`src/rtl/rom_port_arbiter.sv`:
```
// Four-port arbiter sharing one variable-latency ROM read port, with a one-entry
// last-address cache per port. Define ROM_ARB_RR_EN for round-robin; default is fixed priority.
module rom_port_arbiter #(
  parameter int AW = 16
) (
  input  logic            clk_49m,
  input  logic            reset,
  input  logic            inval,
  input  logic [3:0]      req,
  input  logic [4*AW-1:0] addr,
  output logic [3:0]      ack,
  output logic [31:0]     dout,
  output logic            mem_req,
  output logic [AW-1:0]   mem_addr,
  input  logic            mem_rdy,
  input  logic [7:0]      mem_din,
  output logic            busy
);

  localparam logic [1:0] ST_IDLE = 2'd0;
  localparam logic [1:0] ST_WAIT = 2'd1;
  localparam logic [1:0] ST_ACK  = 2'd2;

  logic [1:0]    state;
  logic [1:0]    win;
  logic [1:0]    pick;
  logic [AW-1:0] pick_addr;
  logic          hit;
  logic [AW-1:0] tag [4];
  logic [3:0]    valid;

`ifdef ROM_ARB_RR_EN
  logic [1:0] ptr;
  logic [1:0] cand;

  // Scan from farthest to nearest so the port just after ptr wins last.
  always_comb begin
    // NOTE: every combinational output gets a default first, so no path leaves it unassigned and no latch is inferred.
    pick = ptr;
    cand = ptr;
    for (int k = 4; k >= 1; k--) begin
      cand = ptr + 2'(k);
      if (req[cand]) pick = cand;
    end
  end
`else
  always_comb begin
    pick = 2'd0;
    for (int k = 3; k >= 0; k--) begin
      if (req[k]) pick = 2'(k);
    end
  end
`endif

  assign pick_addr = addr[pick*AW +: AW];
  assign hit       = valid[pick] && !inval && (tag[pick] == pick_addr);
  assign busy      = (state != ST_IDLE);

  // dout doubles as the cache data: it only changes together with tag.
  always_ff @(posedge clk_49m or posedge reset) begin
    if (reset) begin
      state    <= ST_IDLE;
      win      <= 2'd0;
      ack      <= '0;
      dout     <= '0;
      mem_req  <= 1'b0;
      mem_addr <= '0;
      valid    <= '0;
      // NOTE: the tag array is only four registers, so it is cleared in reset rather than inferred as RAM.
      for (int i = 0; i < 4; i++) tag[i] <= '0;
`ifdef ROM_ARB_RR_EN
      ptr      <= 2'd3;
`endif
    end else begin
      // NOTE: non-blocking assignments keep every register reading pre-edge values, whatever the statement order.
      ack <= '0;
      case (state)
        ST_IDLE: begin
          if (|req) begin
            win <= pick;
`ifdef ROM_ARB_RR_EN
            ptr <= pick;
`endif
            if (hit) begin
              ack   <= 4'b0001 << pick;
              state <= ST_ACK;
            end else begin
              mem_addr <= pick_addr;
              mem_req  <= 1'b1;
              state    <= ST_WAIT;
            end
          end
        end
        ST_WAIT: begin
          if (mem_rdy) begin
            mem_req           <= 1'b0;
            dout[win*8 +: 8]  <= mem_din;
            tag[win]          <= mem_addr;
            valid[win]        <= 1'b1;
            ack               <= 4'b0001 << win;
            state             <= ST_ACK;
          end
        end
        ST_ACK:  state <= ST_IDLE;
        default: state <= ST_IDLE;
      endcase
      // Download in progress wins over any fill completing this cycle.
      if (inval) valid <= '0;
    end
  end

endmodule

```
`config.mk`:
```
export PLATFORM = sky130hd
export DESIGN_NAME = rom_port_arbiter
export DESIGN_NICKNAME = d
export VERILOG_FILES = /design/src/rtl/rom_port_arbiter.sv
export SDC_FILE = /design/constraint.sdc
export NUM_CORES = 1
export LEC_CHECK = 0
export CAP_MARGIN = 40
export CORE_MARGIN = 2
export CORE_UTILIZATION = 46
export CTS_CLUSTER_SIZE = 8
export DETAILED_ROUTE_END_ITERATION = 12
export PLACE_DENSITY = 0.76
export SYNTH_ARGS = -nofsm -noshare
export SYNTH_HDL_FRONTEND = slang
export SYNTH_SLANG_ARGS = --single-unit
```
`constraint.sdc`:
```
create_clock -name clk_49m -period 4.3 [get_ports clk_49m]
set_clock_uncertainty 0.05 [all_clocks]
set_input_delay 0.86 -clock clk_49m [delete_from_list [all_inputs] [get_ports clk_49m]]
set_output_delay 0.86 -clock clk_49m [all_outputs]
set_load 0.01 [all_outputs]
```
* After elaboration in Yosys (flattened, before gate mapping)
Cells that the tools add are included.
Operators by class: bitwise gates (word level) 4, mux-type cells 30, add/subtract/negate cells 1, shift-type cells 5, reduce and logical (&&, ||, !) cells 17, magnitude comparators 6, equal/unequal tests 5
Operator list (number):
- bitwise mux 64 bit | 1
- variable part select 64 x 7 -> 16 bit | 1
- two-way mux 16 bit | 3
- negation 5 -> 34 bit | 1
- variable shift 8 x 34 -> 32 bit, first input constant | 1
- variable part select 8 x 34 -> 32 bit | 1
- binary-select mux 16 bit (select 2 bit) | 1
- bitwise mux 32 bit | 1
- demux 16 bit (select 2 bit) | 1
- two-way mux 4 bit | 6
- == test 16 bit | 1
- two-way mux 2 bit | 7
- case mux 4 bit (2 select lines) | 1
- AND reduction 2 bit | 4
- nonzero test 2 bit | 4
- left shift 1 x 2 -> 4 bit, first input constant | 2
- >= comparator 3 bit, second input constant | 2
- less-than comparator 2 x 3 -> 1 bit, second input constant | 2
- inequality test 2 bit, second input constant | 3
- NOT 2 -> 3 bit | 2
- two-way mux 1 bit | 5
- logical AND 1 bit | 4
- OR 4 bit | 1
- case mux 2 bit (2 select lines) | 1
- other kinds (12) | 12
Word-level totals: input bits 80, bits in registers 125, logic and storage cells 79, output and inout port bits 54

* Longest topological paths before layout
Gate-level depths: netlist (run 1).
depth after elaboration 13, gate-level depth with buffers 12, mapped depth without buffers 8

* Worst setup path after synthesis (run 1)
OpenSTA, ideal clock, no wires.
path kind input port to flip-flop, start input req[2], end register mem_addr[15], buffers on the path 2, stages on the path 9, slack 1.393 ns, setup time 0.125 ns, arrival 2.732 ns, required time 4.125 ns, path through buf_6 > buf_6 > a221o_1 > a32oi_1 > xor2_1 > nor3_1 > and4b_4 > a21oi_4 > mux2_4
Between the ends: word-level cells in the longest chain between the ends 11, elaborated cells between the ends (all ways) 16, those cells by class eq/ne: 1; shift: 1; mux: 8; bitwise: 2; reduce/logical: 4
Ends and longest elaborated chain:
- start: declaration | line 9 | input logic [3:0] req,
- parallel branches: the longest is 11 deep, another holds variable part select 64 x 7 -> 16 bit
- end signal: assignment | line 88 | mem_addr <= pick_addr;
- end: declaration | line 14 | output logic [AW-1:0] mem_addr,
Parallel ways; which one is timed is not known. The select of a mux whose other input is x is not followed. A chain may end at the register's enable or synchronous reset.

* Final worst setup path (run 1)
start input req[3], end register mem_addr[9]
Between the ends: word-level cells in the longest chain between the ends 12, elaborated cells between the ends (all ways) 17, those cells by class eq/ne: 1; shift: 1; mux: 9; bitwise: 2; reduce/logical: 4
Ends and longest elaborated chain:
- parallel branches: the longest is 12 deep, another holds variable part select 64 x 7 -> 16 bit
Parallel ways; which one is timed is not known. The select of a mux whose other input is x is not followed.

==> results of run 1 <==
[power groups by stage]
stage / Clock (W) / Combinational [W] / Sequential, W
2_1_floorplan: 0 / 0.00101 / 0.00204
3_3_place_gp: 0 / 0.00184 / 0.00201
3_5_place_dp: 0 / 0.00190 / 0.00202
4_1_cts: 0.00150 / 0.00191 / 0.00201
5_1_grt: 0.00156 / 0.00211 / 0.00207
6_report: 0.00150 / 0.00190 / 0.00202
[layout make-up]
type                            instances  area, um^2  share of cell area [%]
Tap cell                              176         220                    2.62
Multi-Input combinational cell        464        2730                    32.5
Clock buffer                           20         457                    5.43
Inverter                               49         186                    2.21
Clock inverter                         12         164                    1.95
Sequential cell                       125        3130                    37.2
Timing Repair Buffer                  154        1530                    18.2
[per-layer routing]
layer  GRT usage (%)  part of all wire (%)  vias to the layer above
met3            4.61                   6.9                       35
li1                -                     -                     2605
met4            8.65                   2.2                        0
met1            31.3                    43                     2600
met5               0                     0                        -
met2            39.6                    48                      254
[cell families (layout without fill, tap and decap cells)]
group,Yosys count,count (layout)
xor gates and xnor gates,14,14
and+or+nand+nor,231,231
muxes,24,24
adders and majority gates,8,8
AOI/OAI and AO/OA,187,187
buffers and inverters,91,235
DFF,125,125
[Yosys cell counts, types with 3 or more instances]
cell	instances
sky130_fd_sc_hd__a221o_1	6
sky130_fd_sc_hd__nand2b_1	8
sky130_fd_sc_hd__buf_6	5
sky130_fd_sc_hd__nor4_1	3
sky130_fd_sc_hd__a32oi_1	5
sky130_fd_sc_hd__nor3_1	5
sky130_fd_sc_hd__mux2i_1	14
sky130_fd_sc_hd__o21ai_0	97
sky130_fd_sc_hd__clkbuf_1	19
sky130_fd_sc_hd__a21oi_1	22
sky130_fd_sc_hd__buf_2	9
sky130_fd_sc_hd__dfrtp_1	125
sky130_fd_sc_hd__mux2_2	8
sky130_fd_sc_hd__a221oi_2	4
sky130_fd_sc_hd__buf_4	8
sky130_fd_sc_hd__a22oi_1	5
sky130_fd_sc_hd__a221oi_1	11
sky130_fd_sc_hd__ha_1	8
sky130_fd_sc_hd__nand3b_1	5
sky130_fd_sc_hd__nor2_1	15
sky130_fd_sc_hd__nor2b_1	11
sky130_fd_sc_hd__xor2_1	6
sky130_fd_sc_hd__o22ai_1	13
sky130_fd_sc_hd__inv_1	49
sky130_fd_sc_hd__nor3b_1	6
sky130_fd_sc_hd__xnor2_1	8
sky130_fd_sc_hd__nand2_1	160
[stage by stage]
stage          utilization [%]  instance area (um^2)
2_1_floorplan                -                  6300
3_3_place_gp              58.5                  7780
3_5_place_dp              58.6                  7800
4_1_cts                   63.3                  8420
5_1_grt                   63.3                  8420
6_report                  63.3                  8420
[registers in the layout (all words and copies together) (netlist names)]
register and count:
ack 4, dout 32, mem_addr 16, mem_req 1, state 2, tag 64
valid 4, win 2
[worst min-delay path, stage by stage (launching register included)]
cell	delay, ns
sky130_fd_sc_hd__dfrtp_1	0.33
sky130_fd_sc_hd__nand2_1	0.04
sky130_fd_sc_hd__o21ai_0	0.06
[path summary, 6_finish.rpt]
kind | startpoint | end | slack [ns] | depth (start not counted)
max | req[3] | mem_addr[9] | 0.54 | 10
min | tag[44] | tag[44] | 0.42 | 2
max reg2reg | tag[58] | mem_addr[9] | 1.51 | 8
min reg2reg | tag[44] | tag[44] | 0.42 | 2
max in group asynchronous | reset | mem_addr[10] | 2.53 | 4
min in group asynchronous | reset | dout[9] | 0.75 | 2
==> out/metrics.yaml, run 1 <==
synth:
  synth_fp_nets: 768
  synth-warning-count: 0
  share_of_synthesized_area_occupied_by_flip_flops_and_latches_pct: 49.7
  netlist_area_um2: 6300
  synth_area_leaders: "sky130_fd_sc_hd__dfrtp_1 50%, sky130_fd_sc_hd__nand2_1 9.5%, sky130_fd_sc_hd__o21ai_0 7.7%"
  number_of_library_cell_types_mapped_by_synthesis: 61
  dominant_combinational_cell_family_by_area_after_synthesis: "compound AO/OA/AOI/OAI gates"
  avg_inst_size_synth_um2: 9.26
  synth_xor_xnor_area_share_pct: 1.95
  synth_ff_type: "sky130_fd_sc_hd__dfrtp_1"
  synth_simple_gate_area_share_pct: 16.8
  synthArstFlopShare_pct: 100
  synthesized_flop_and_latch_total: 125
  compound_gate_fraction_of_synth_area_pct: 18.9
  multiplexer_share_of_the_synthesized_area_pct: 4.13
  synth_cells: 680
  synth-edff-count: 0
  netlist.area_leader.share_pct: 49.7
  post_synth_fa_ha_maj_area_fraction_pct: 1.59
  synth_top_cell_by_area: "sky130_fd_sc_hd__dfrtp_1"
run:
  cap_viol_max_count: 0
critical_path:
  path_cells: "clkdlybuf4s50_1 > nor2b_4 > buf_4 > a221oi_2 > o22ai_1 > xor2_1 > nor4_1 > and4b_4 > a21oi_4 > mux2_4"
  cpMaxStageDelayCell: "sky130_fd_sc_hd__a21oi_4"
  critPathLaunchType: "input port"
  timing.critical_path.max_delay_family: "compound AO/OA/AOI/OAI gates"
  setup.worst_path.class: "in2reg"
  cp_data_arrival_time_ns: 4.01
  crit_fanout: 18
  required_ns: 4.55
  cpPeakStageDelay_ns: 0.69
  critPathCaptureType: "flip-flop"
  path_buf_inv: 2
sta:
  hold_slack_ns: 0.421
  min_period_ns: 3.76
  timing.final.ws_setup_ns: 0.543
  finalMaxSlewViolations: 0
  setup_repair_after_global_routing_missed_its_margin: "no"
  hold_viol_final: 0
  period_share_pct: 87.4
  setup_violations: 0
  max_slew.worst_pin.slew_ns: 0.893
  fmaxAchievable_mhz: 266
  max_slew_margin_pct: 40.3
  fin_setup_tns_ns: 0
cells_and_area:
  syn_to_final_growth_pct: 33.7
  stdcell_count: 1000
  layout_commonest_cell: "sky130_fd_sc_hd__nand2_1"
  num-fill-cells: 1071
  antenna-diode-count: 0
  final_net_count: 899
  final_layout_size_suffix_gt1_share_pct: 9.71
  layout.cells.most_common_list: "160 x sky130_fd_sc_hd__nand2_1, 131 x sky130_fd_sc_hd__clkdlybuf4s50_1, 125 x sky130_fd_sc_hd__dfrtp_1"
cts:
  ctsHtreeMaxLevel: 4
  numCtsBuffers: 17
  root_buffer: "sky130_fd_sc_hd__clkbuf_16"
  tritoncts: "yes"
  postCtsHoldBufs: 0
  clock_tree.buffer_depth: 2
  clkSlewWorstSetupHoldPaths_ns: 0.06
  cts.sink_count: 125
  clock_latency_late_sink_ns: 0.42
  post_cts_resized: 0
  cts_post_setup_buffers_inserted: 0
pwr:
  p_total_w: 0.00542
  switching_power_summed_over_all_nets_w: 0.00186
  cell_internal_power_w: 0.00356
  comb_pwr_share_pct: 35.2
  clock_power_share_pct: 27.6
  sequentialPowerShare_pct: 37.2
  cellPowerDensity_nw_per_um2: 644
  power.switching_fraction_pct: 34.4
  p_leak_nw: 3.70
  irDropWorstVdd_uv: 338
die:
  dieWidth_um: 121
  placementRows: 42
  die-area_um2: 14600
  design.core.area_um2: 13300
  floorplan.io_pins: 134
  floorplan.initialDensity_pct: 47.4
  dieHeight_um: 121
drt:
  detail_route.iter0.violations: 453
  via_per_inst: 5.49
  totalWireLength_um: 17100
  detail-route-antenna-nets: 0
  routed-via-count: 5494
  wire_per_inst_um: 17.1
  detail_route.drc_violations: 0
  dr.pass1.iters: 5
place:
  placed_cells: 968
  port-buffer-count: 133
  place.detailed.hpwl_um: 11900
  gpl.final_weighted_congestion: 0.874
  place_worst_setup_slack_ns: 0.194
status:
  status: "complete, no violations"
global_route:
  globalRoute.totalOverflow: 0
  grt_max_degree: 58
  antenna_found_initial: 0
  grt_first_pass_wirelength_um: 27500
  first_global_vias: 5427
  groute.usage.overall_pct: 23.9
hold_path:
  holdCritPathClass: "reg2reg"
(Power assumes the default switching activity.)
==> inputs of run 2 (changes only) <==
--- a/config.mk
+++ b/config.mk
@@ -7,10 +7,10 @@
 export LEC_CHECK = 0
 export CAP_MARGIN = 40
 export CORE_MARGIN = 2
-export CORE_UTILIZATION = 46
-export CTS_CLUSTER_SIZE = 8
+export CORE_UTILIZATION = 48
+export CTS_BUF_LIST = sky130_fd_sc_hd__clkbuf_4 sky130_fd_sc_hd__clkbuf_8
 export DETAILED_ROUTE_END_ITERATION = 12
-export PLACE_DENSITY = 0.76
+export PLACE_DENSITY = 0.79
 export SYNTH_ARGS = -nofsm -noshare
 export SYNTH_HDL_FRONTEND = slang
 export SYNTH_SLANG_ARGS = --single-unit
==> out/metrics.yaml, run 2 (synthesis gave the netlist of run 1 again) <==
status:
  status: "complete, no violations"  # unchanged
critical_path:
  setup.worst_path.class: "in2reg"  # unchanged
  crit_fanout: 19  # was 18
  path_common_cell: "sky130_fd_sc_hd__buf_4"
  path_cells: "clkdlybuf4s50_1 > buf_4 > inv_1 > nand2_1 > o22ai_1 > a311oi_1 > xor2_1 > and4_1 > a21oi_4 > buf_4 > mux2i_1"  # was clkdlybuf4s50_1 > nor2b_4 > buf_4 > a221oi_2 > o22ai_1 > xor2_1 > nor4_1 > and4b_4 > a21oi_4 > mux2_4
  cpMaxStageDelayCell: "sky130_fd_sc_hd__clkdlybuf4s50_1"  # was sky130_fd_sc_hd__a21oi_4
  critPathCaptureType: "flip-flop"  # unchanged
  cpPeakStageDelay_ns: 0.52  # was 0.69 ns
  required_ns: 4.59  # was 4.55 ns
  cp_data_arrival_time_ns: 3.77  # was 4.01 ns
  path_buf_inv: 4  # was 2
  timing.critical_path.max_delay_family: "buffers and inverters"  # was compound AO/OA/AOI/OAI gates
  critPathLaunchType: "input port"  # unchanged
pwr:
  p_total_w: 0.00500  # was 0.00542 W
  sequentialPowerShare_pct: 40.4  # was 37.2%
  p_leak_nw: 3.59  # was 3.70 nW
  cellPowerDensity_nw_per_um2: 613  # was 644 nW/um^2
  comb_pwr_share_pct: 38.4  # was 35.2%
  cell_internal_power_w: 0.00320  # was 0.00356 W
  irDropWorstVdd_uv: 323  # was 338 uV
  power.switching_fraction_pct: 36.0  # was 34.4%
  clock_power_share_pct: 21.2  # was 27.6%
  switching_power_summed_over_all_nets_w: 0.00180  # was 0.00186 W
drt:
  via_per_inst: 5.67  # was 5.49
  detail_route.iter0.violations: 554  # was 453
  routed-via-count: 5638  # was 5494
  dr.pass1.iters: 7  # was 5
  detail_route.drc_violations: 0  # unchanged
  detail-route-antenna-nets: 0  # unchanged
  wire_per_inst_um: 17.9  # was 17.1 um
  totalWireLength_um: 17800  # was 17100 um
sta:
  setup_violations: 0  # unchanged
  period_share_pct: 80.9  # was 87.4%
  min_period_ns: 3.48  # was 3.76 ns
  finalMaxSlewViolations: 0  # unchanged
  max_slew_margin_pct: 39.9  # was 40.3%
  fin_setup_tns_ns: 0  # unchanged
  fmaxAchievable_mhz: 287  # was 266 MHz
  max_slew.worst_pin.slew_ns: 0.899  # was 0.893 ns
  hold_viol_final: 0  # unchanged
  setup_repair_after_global_routing_missed_its_margin: "no"  # unchanged
die:
  dieHeight_um: 119  # was 121 um
  die-area_um2: 14100  # was 14600 um^2
  design.core.area_um2: 12700  # was 13300 um^2
  floorplan.io_pins: 134  # unchanged
  placementRows: 41  # was 42
  floorplan.initialDensity_pct: 49.5  # was 47.4%
  dieWidth_um: 119  # was 121 um
cts:
  cts_post_setup_buffers_inserted: 0  # unchanged
  tritoncts: "yes"  # unchanged
  postCtsHoldBufs: 0  # unchanged
  root_buffer: "sky130_fd_sc_hd__clkbuf_8"  # was sky130_fd_sc_hd__clkbuf_16
  clock_latency_late_sink_ns: 0.43  # was 0.42 ns
  clock_tree.buffer_depth: 2  # unchanged
  post_cts_resized: 0  # unchanged
  numCtsBuffers: 17  # unchanged
  ctsHtreeMaxLevel: 4  # unchanged
  cts.sink_count: 125  # unchanged
  clkSlewWorstSetupHoldPaths_ns: 0.07  # was 0.06 ns
cells_and_area:
  max_ffs_per_register: 64  # unchanged
  final_layout_size_suffix_gt1_share_pct: 9.61  # was 9.71%
  top_register: "tag"  # unchanged
  largestRegisters: "tag: 64 flops, dout: 32 flops, mem_addr: 16 flops"  # unchanged
  layout_commonest_cell: "sky130_fd_sc_hd__nand2_1"  # unchanged
  layout.cells.most_common_list: "160 x sky130_fd_sc_hd__nand2_1, 131 x sky130_fd_sc_hd__clkdlybuf4s50_1, 125 x sky130_fd_sc_hd__dfrtp_1"  # unchanged
  final_net_count: 897  # was 899
  antenna-diode-count: 0  # unchanged
  syn_to_final_growth_pct: 29.6  # was 33.7%
global_route:
  groute.usage.overall_pct: 26.0  # was 23.9%
  globalRoute.totalOverflow: 0  # unchanged
  grt_first_pass_wirelength_um: 28900  # was 27500 um
  first_global_vias: 5673  # was 5427
  grt_max_degree: 70  # was 58
  antenna_found_initial: 0  # unchanged
place:
  port-buffer-count: 133  # unchanged
  place.detailed.hpwl_um: 12600  # was 11900 um
  gpl.final_weighted_congestion: 0.879  # was 0.874
hold_path:
  holdCritPathClass: "reg2reg"  # unchanged
run:
  cap_viol_max_count: 0  # unchanged
run 2: cell types whose count changed in the layout (fill, tap and decap cells not counted):
cell / previous run / this run
sky130_fd_sc_hd__buf_12: 4 / 2
sky130_fd_sc_hd__clkbuf_1: 1 / 0
sky130_fd_sc_hd__clkbuf_16: 17 / 0
sky130_fd_sc_hd__clkbuf_4: 0 / 2
sky130_fd_sc_hd__clkbuf_8: 2 / 18
sky130_fd_sc_hd__clkinv_2: 0 / 5
sky130_fd_sc_hd__clkinv_4: 5 / 0
run 2: power by group through the flow:
stage / combinational (W) / sequential (W) / clock, W
2_1_floorplan: 0.00101 / 0.00204 / 0
3_3_place_gp: 0.00183 / 0.00201 / 0
3_5_place_dp: 0.00192 / 0.00202 / 0
4_1_cts: 0.00192 / 0.00201 / 0.00107
5_1_grt: 0.00212 / 0.00208 / 0.00112
6_report: 0.00192 / 0.00202 / 0.00106
run 2: area by class of cell:
type                       count  area (um^2)
multi-input combinational    464         2730
tap                          172          215
clock inverter                12          145
fill                        1042         4560
inverter                      49          186
timing repair buffer         152         1490
clock buffer                  20          263
sequential                   125         3130
run 2: path summary, 6_finish.rpt:
| check | to | start | slack, ns | cells after the start |
|---|---|---|---|---|
| setup reg to reg | mem_addr[1] | tag[58] | 1.72 | 9 |
| max in group asynchronous | tag[13] | reset | 2.50 | 3 |
| setup / recovery | mem_addr[1] | req[0] | 0.82 | 11 |
| hold / removal | dout[16] | dout[16] | 0.43 | 2 |
| min in group asynchronous | tag[22] | reset | 0.92 | 2 |
| hold reg to reg | dout[16] | dout[16] | 0.43 | 2 |
run 2: tightest hold or removal path, stage by stage, from the launching register on:
cell,delay (ns)
sky130_fd_sc_hd__dfrtp_1,0.34
sky130_fd_sc_hd__nand2_1,0.04
sky130_fd_sc_hd__o21ai_0,0.06
run 2: per-layer routing:
layer | global-route usage [%] | routed length [um]
met5 | 0 | 0
met4 | 9.08 | 464
met3 | 5.94 | 1510
met2 | 43.7 | 8820
met1 | 32.9 | 7020
run 2: through the flow:
step                instances  util (%)  worst slack (ns)  cell area (um^2)  hold WS (ns)
global route              994      64.1             0.680              8160         0.460
CTS                       994      64.1             0.903              8160         0.431
detailed placement        962      60.9             0.462              7750         0.413
floorplan                 680         -            0.0624              6300         0.391
global placement          961      60.9             0.434              7740         0.403
finish                    994      64.1             0.819              8160         0.429
